**src/rtl/router_tx_pkg.sv**
```systemverilog
// Shared types and header packing for the router packet transmitter.
package router_tx_pkg;

  localparam int unsigned HDR_ADDR_W = 2;
  localparam int unsigned HDR_LEN_W  = 6;

  localparam logic [HDR_ADDR_W-1:0] ADDR_INVALID = 2'b11;

  typedef enum logic [2:0] {
    StIdle,
    StHeader,
    StPayload,
    StParity,
    StErrChk,
    StDone
  } tx_state_e;

  function automatic logic [7:0] pack_header(input logic [HDR_LEN_W-1:0]  len,
                                             input logic [HDR_ADDR_W-1:0] addr);
    return {len, addr};
  endfunction

endpackage

```
**src/rtl/router_tx_buf.sv**
```systemverilog
// Payload byte store: sequential writes from index 0, asynchronous indexed read.
module router_tx_buf #(
  parameter int unsigned Depth = 63,
  parameter int unsigned CntW  = 6
) (
  input  logic            clk_i,
  input  logic            rst_i,
  input  logic            clr_i,
  input  logic            we_i,
  input  logic [7:0]      wdata_i,
  input  logic [CntW-1:0] raddr_i,
  output logic [7:0]      rdata_o,
  output logic [CntW-1:0] count_o,
  output logic            full_o
);

  logic [7:0]      mem_q [Depth];
  logic [CntW-1:0] count_q;

  assign full_o  = (count_q == CntW'(Depth));
  assign count_o = count_q;
  assign rdata_o = mem_q[raddr_i];

  always_ff @(posedge clk_i) begin
    if (rst_i || clr_i) begin
      count_q <= '0;
    end else if (we_i && !full_o) begin
      count_q <= count_q + CntW'(1);
    end
  end

  // Storage is left unreset; stale contents are unreachable once the count is cleared.
  always_ff @(posedge clk_i) begin
    if (we_i && !full_o) begin
      mem_q[count_q] <= wdata_i;
    end
  end

endmodule

```
**src/rtl/router_pkt_tx.sv**
```systemverilog
// Transmit end of the router input protocol: header, buffered payload, parity, err check.
module router_pkt_tx
  import router_tx_pkg::*;
#(
  parameter int unsigned MAX_PLD  = 63,
  parameter int unsigned ERR_WAIT = 3
) (
  input  logic       clock,
  input  logic       reset,
  input  logic       wr_en,
  input  logic [7:0] wr_data,
  input  logic [1:0] dest_addr,
  input  logic       start,
  input  logic       busy,
  input  logic       err,
  output logic [7:0] data_out,
  output logic       pkt_valid,
  output logic       tx_ready,
  output logic       buf_full,
  output logic       tx_done,
  output logic       tx_err
);

  localparam logic [7:0]           WaitLast = 8'(ERR_WAIT - 1);
  localparam logic [HDR_LEN_W-1:0] LenOne   = HDR_LEN_W'(1);

  tx_state_e            state_q;
  logic [HDR_LEN_W-1:0] len_q, idx_q, count, len_next, rd_idx;
  logic [7:0]           data_q, parity_q, rd_data, wait_q;
  logic                 pv_q, done_q, err_q, ready_q;
  logic                 wr_fire, start_ok, buf_clr;

  assign wr_fire  = (state_q == StIdle) && wr_en && !buf_full;
  // A write in the start cycle lands first and is counted in the length.
  assign len_next = count + HDR_LEN_W'(wr_fire);
  assign start_ok = (state_q == StIdle) && start && (len_next != '0) &&
                    (dest_addr != ADDR_INVALID);
  assign buf_clr  = (state_q == StDone);
  assign rd_idx   = (state_q == StHeader) ? '0 : idx_q + LenOne;

  router_tx_buf #(
    .Depth(MAX_PLD),
    .CntW (HDR_LEN_W)
  ) u_buf (
    .clk_i  (clock),
    .rst_i  (reset),
    .clr_i  (buf_clr),
    .we_i   (wr_fire),
    .wdata_i(wr_data),
    .raddr_i(rd_idx),
    .rdata_o(rd_data),
    .count_o(count),
    .full_o (buf_full)
  );

  always_ff @(posedge clock) begin
    if (reset) begin
      state_q  <= StIdle;
      data_q   <= '0;
      pv_q     <= 1'b0;
      done_q   <= 1'b0;
      err_q    <= 1'b0;
      ready_q  <= 1'b1;
      len_q    <= '0;
      idx_q    <= '0;
      parity_q <= '0;
      wait_q   <= '0;
    end else begin
      done_q <= 1'b0;
      unique case (state_q)
        StIdle: begin
          if (start_ok) begin
            state_q  <= StHeader;
            len_q    <= len_next;
            idx_q    <= '0;
            parity_q <= '0;
            err_q    <= 1'b0;
            ready_q  <= 1'b0;
            data_q   <= pack_header(len_next, dest_addr);
            pv_q     <= 1'b1;
          end
        end
        StHeader: begin
          if (!busy) begin
            state_q  <= StPayload;
            parity_q <= parity_q ^ data_q;
            data_q   <= rd_data;
          end
        end
        StPayload: begin
          if (!busy) begin
            parity_q <= parity_q ^ data_q;
            if (idx_q == len_q - LenOne) begin
              state_q <= StParity;
              data_q  <= parity_q ^ data_q;
              pv_q    <= 1'b0;
            end else begin
              idx_q  <= idx_q + LenOne;
              data_q <= rd_data;
            end
          end
        end
        StParity: begin
          if (!busy) begin
            state_q <= StErrChk;
            wait_q  <= '0;
          end
        end
        StErrChk: begin
          if (err) begin
            err_q <= 1'b1;
          end
          wait_q <= wait_q + 8'd1;
          if (wait_q == WaitLast) begin
            state_q <= StDone;
            done_q  <= 1'b1;
          end
        end
        StDone: begin
          state_q <= StIdle;
          idx_q   <= '0;
          ready_q <= 1'b1;
        end
        default: state_q <= StIdle;
      endcase
    end
  end

  assign data_out  = data_q;
  assign pkt_valid = pv_q;
  assign tx_ready  = ready_q;
  assign tx_done   = done_q;
  assign tx_err    = err_q;

endmodule

```
**config.mk**
```make
export PLATFORM = sky130hd
export DESIGN_NAME = router_pkt_tx
export DESIGN_NICKNAME = d
export VERILOG_FILES = /design/src/rtl/router_tx_pkg.sv /design/src/rtl/router_tx_buf.sv /design/src/rtl/router_pkt_tx.sv
export SDC_FILE = /design/constraint.sdc
export NUM_CORES = 1
export LEC_CHECK = 0
export ABC_AREA = 1
export CORE_AREA = 2 2 219 221
export DETAILED_ROUTE_END_ITERATION = 16
export DIE_AREA = 0 0 221 223
export PLACE_DENSITY_LB_ADDON = 0.3
export SLEW_MARGIN = 15
export SYNTH_ARGS = -nofsm -noshare
export SYNTH_HDL_FRONTEND = slang
export SYNTH_SLANG_ARGS = --single-unit
```
**constraint.sdc**
```tcl
create_clock -name clock -period 3.45 [get_ports clock]
set_input_delay 0.8625 -clock clock [delete_from_list [all_inputs] [get_ports clock]]
set_output_delay 0.8625 -clock clock [all_outputs]
set_load 0.05 [all_outputs]
```
==> key figures <==
Cells and area
  – Filler cells: 3823
  – Most common cell after layout, fill and taps aside: nand2_1
  – Antenna cell count: 0
  – Area delta synth->final: 14.24%
  – Layout cells sized above 1: 0.1159
  – Commonest cells after routing, fill and taps aside: nand2_1 (545), edfxtp_1 (504), nand3_1 (382), a21oi_1 (143), nor2_1 (117)
  – Final layout net count: 2209

Place
  – Port buffer count: 28
  – Detailed placement HPWL: 37.61 mm
  – GP Congestion: 0.9439
  – Post-place setup slack: 0.03378 ns

Timing
  – Slew headroom: 0.4523
  – Period utilisation layout: 0.9537
  – Hold WS: 0.4540 ns
  – RSZ-0062 raised after global routing: no
  – Fmax: 303.9 MHz
  – Setup ws final: 0.1599 ns
  – Setup violators final: 0
  – Final-report max-slew violation count: 0
  – Hold Fails Final Rpt: 0
  – TNS Setup: 0 ns
  – Final min period: 3.290 ns
  – Clk_skew: 0.02050 ns
  – Worst Tran Pin Value: 0.8216 ns

Synth
  – Library cells used by synthesis: 48
  – Post-synth EDFFs: 504
  – Most used flip-flop cell after synthesis: edfxtp_1
  – Synthesized area: 23320 µm²
  – Mapped Cells: 2091
  – Ys Warns: 0
  – Sequential share of the synthesized area: 0.6911
  – Mapped Nets: 2114
  – Post-Syn Area per Cell: 11.15 µm²
  – Ys async rst share: 0
  – FF+latch count, synth: 553

Clock tree
  – CTS hold repair buffers: 0
  – Clock Tree Root: clkbuf_16
  – Setup Buffers After CTS: 0
  – Clk slew on worst S/H paths: 0.06 ns
  – Num CTS Buffers: 56
  – CTS tree: done
  – Num Clock Sinks: 553
  – Htree depth: 2
  – Worst-skew pair later-pin latency: 0.62 ns
  – Clk buf depth: 3
  – Resize count post-CTS: 0

Drt
  – Avg WL per Cell: 21.64 µm
  – DRC Markers: 0
  – Final WL: 61.65 mm
  – Detail Route Antenna Nets: 0
  – Router iterations before antenna repair: 8
  – Routed vias/inst: 5.793
  – Via count: 16503
  – Drt first-iter violations: 1909

Setup path
  – Worst Path Required: 2.59 ns
  – Critical path arrival: 2.43 ns
  – Crit path kind: reg2out
  – Crit start category: flop
  – CP Max Fanout: 7
  – CP Capture Type: output port
  – Worst Reg-to-Reg Cells: 17

Pwr
  – Sw Ratio: 0.3350
  – Reg power frac: 0.404
  – Comb pwr share: 0.269
  – P_int: 12.49 mW
  – Peak VDD IR: 0.5582 mV
  – Net switching power figure: 6.291 mW
  – Clock share of power: 0.327
  – Pwr Density: 704.9 nW/µm²
  – Leakage Power: 9.830 nW

Floorplan
  – Core footprint: 47150 µm²
  – Die Ht: 223 µm
  – Die area: 49280 µm²
  – Cell Rows: 80
  – Chip Width: 221 µm
  – Starting density of the core: 0.4946
  – I/O Pins: 29

Worst hold path
  – HP Class: reg2reg
  – Hold Path Depth: 2

GRT
  – Global-route wire length before repair: 94.43 mm
  – Tot GR Track Use: 0.2498
  – Vias in the first global route: 15983
  – Initial antenna violation count: 1
  – Grt total ovfl: 0
  – Largest net degree at the start of global routing: 84

Run status
  – Run status: finished, final reports clean

Flow run
  – Max Cap Violations: 0
==> Yosys cell counts, types with 3 or more instances <==
cell type / n / share of area
nor2_2: 4 / 0.0011
nand4_1: 4 / 0.0011
buf_4: 25 / 0.0080
inv_1: 65 / 0.010
ha_1: 7 / 0.0038
dfxtp_1: 49 / 0.042
nand2_1: 545 / 0.088
buf_6: 6 / 0.0029
buf_1: 7 / 0.0011
buf_2: 48 / 0.010
xor2_1: 16 / 0.0060
nand3b_1: 4 / 0.0013
a211oi_1: 7 / 0.0023
nor3_1: 17 / 0.0036
nand3_1: 382 / 0.082
clkbuf_1: 25 / 0.0040
inv_2: 9 / 0.0014
a211oi_2: 3 / 0.0016
o21ai_1: 11 / 0.0024
xor2_2: 3 / 0.0021
nand2_2: 8 / 0.0021
o211ai_1: 4 / 0.0013
a21oi_1: 143 / 0.031
edfxtp_1: 504 / 0.65
nor2_1: 118 / 0.019
xnor2_1: 3 / 0.0011
o21ai_0: 45 / 0.0097
==> power groups by stage <==
stage / logic (mW) / registers, mW / clock network, mW
2_1_floorplan: 3.42 / 7.82 / 0
3_3_place_gp: 4.87 / 7.72 / 0
3_5_place_dp: 4.96 / 7.73 / 0
4_1_cts: 4.98 / 7.58 / 6.20
5_1_grt: 5.52 / 7.60 / 6.47
6_report: 5.04 / 7.59 / 6.15
==> registers in the layout, summed over array words and instances, names as in the netlist <==
name,cells
u_buf.mem_q,504
data_out,8
parity_q,8
wait_q,8
idx_q,6
len_q,6
u_buf.count_o,6
state_q,3
pkt_valid,1
tx_done,1
tx_err,1
tx_ready,1
==> worst max-delay path: stages, from the launching register on <==
cell             delay, ns
dfxtp_1               0.46
ha_1                  0.22
and3_1                0.18
nand2_1               0.11
inv_1                 0.07
clkdlybuf4s50_1       0.79
==> per-stage QoR <==
stage,area (µm²),util,std cells,power [mW]
global route,26640,0.5650,2849,19.59
finish,26640,0.5650,2849,18.78
floorplan,23320,-,2091,11.25
detailed placement,24780,0.5256,2743,12.68
CTS,26640,0.5650,2849,18.77
global placement,24780,0.5256,2743,12.59
==> final timing paths <==
| kind | start | slack (ns) | to |
|---|---|---|---|
| min reg2reg | tx_ready | 0.45 | tx_ready |
| min | tx_ready | 0.45 | tx_ready |
| max reg2reg | state_q[0] | 0.40 | parity_q[1] |
| max | u_buf.count_o[1] | 0.16 | buf_full |
==> layer usage <==
layer,routed length [µm],vias to the layer above,GRT usage
met5,12,-,0
met1,25030,7993,0.3416
li1,-,7557,-
met3,5742,134,0.04833
met4,1989,2,0.1022
met2,28880,817,0.3953
==> final cells by class <==
type	instances	area, µm²	area share
flip-flops and latches	553	16120	0.6051
multi-input cells	1349	6305	0.2367
clock buffers	65	1476	0.05543
repair buffers	148	1284	0.04819
well taps	615	769.5	0.02889
clock inverters	41	379.1	0.01423
inverters	78	304.0	0.01141
==> cells by family after synthesis <==
| logic type | count (synthesis) | synth area share |
|---|---|---|
| simple gates | 1095 | 0.2045 |
| flops | 553 | 0.6911 |
| compound gates | 225 | 0.05216 |
| buf+inv | 189 | 0.03922 |
| xor+xnor | 22 | 0.009230 |
| fa+ha+maj | 7 | 0.003756 |
No activity file was read; power rests on OpenSTA's default activity.
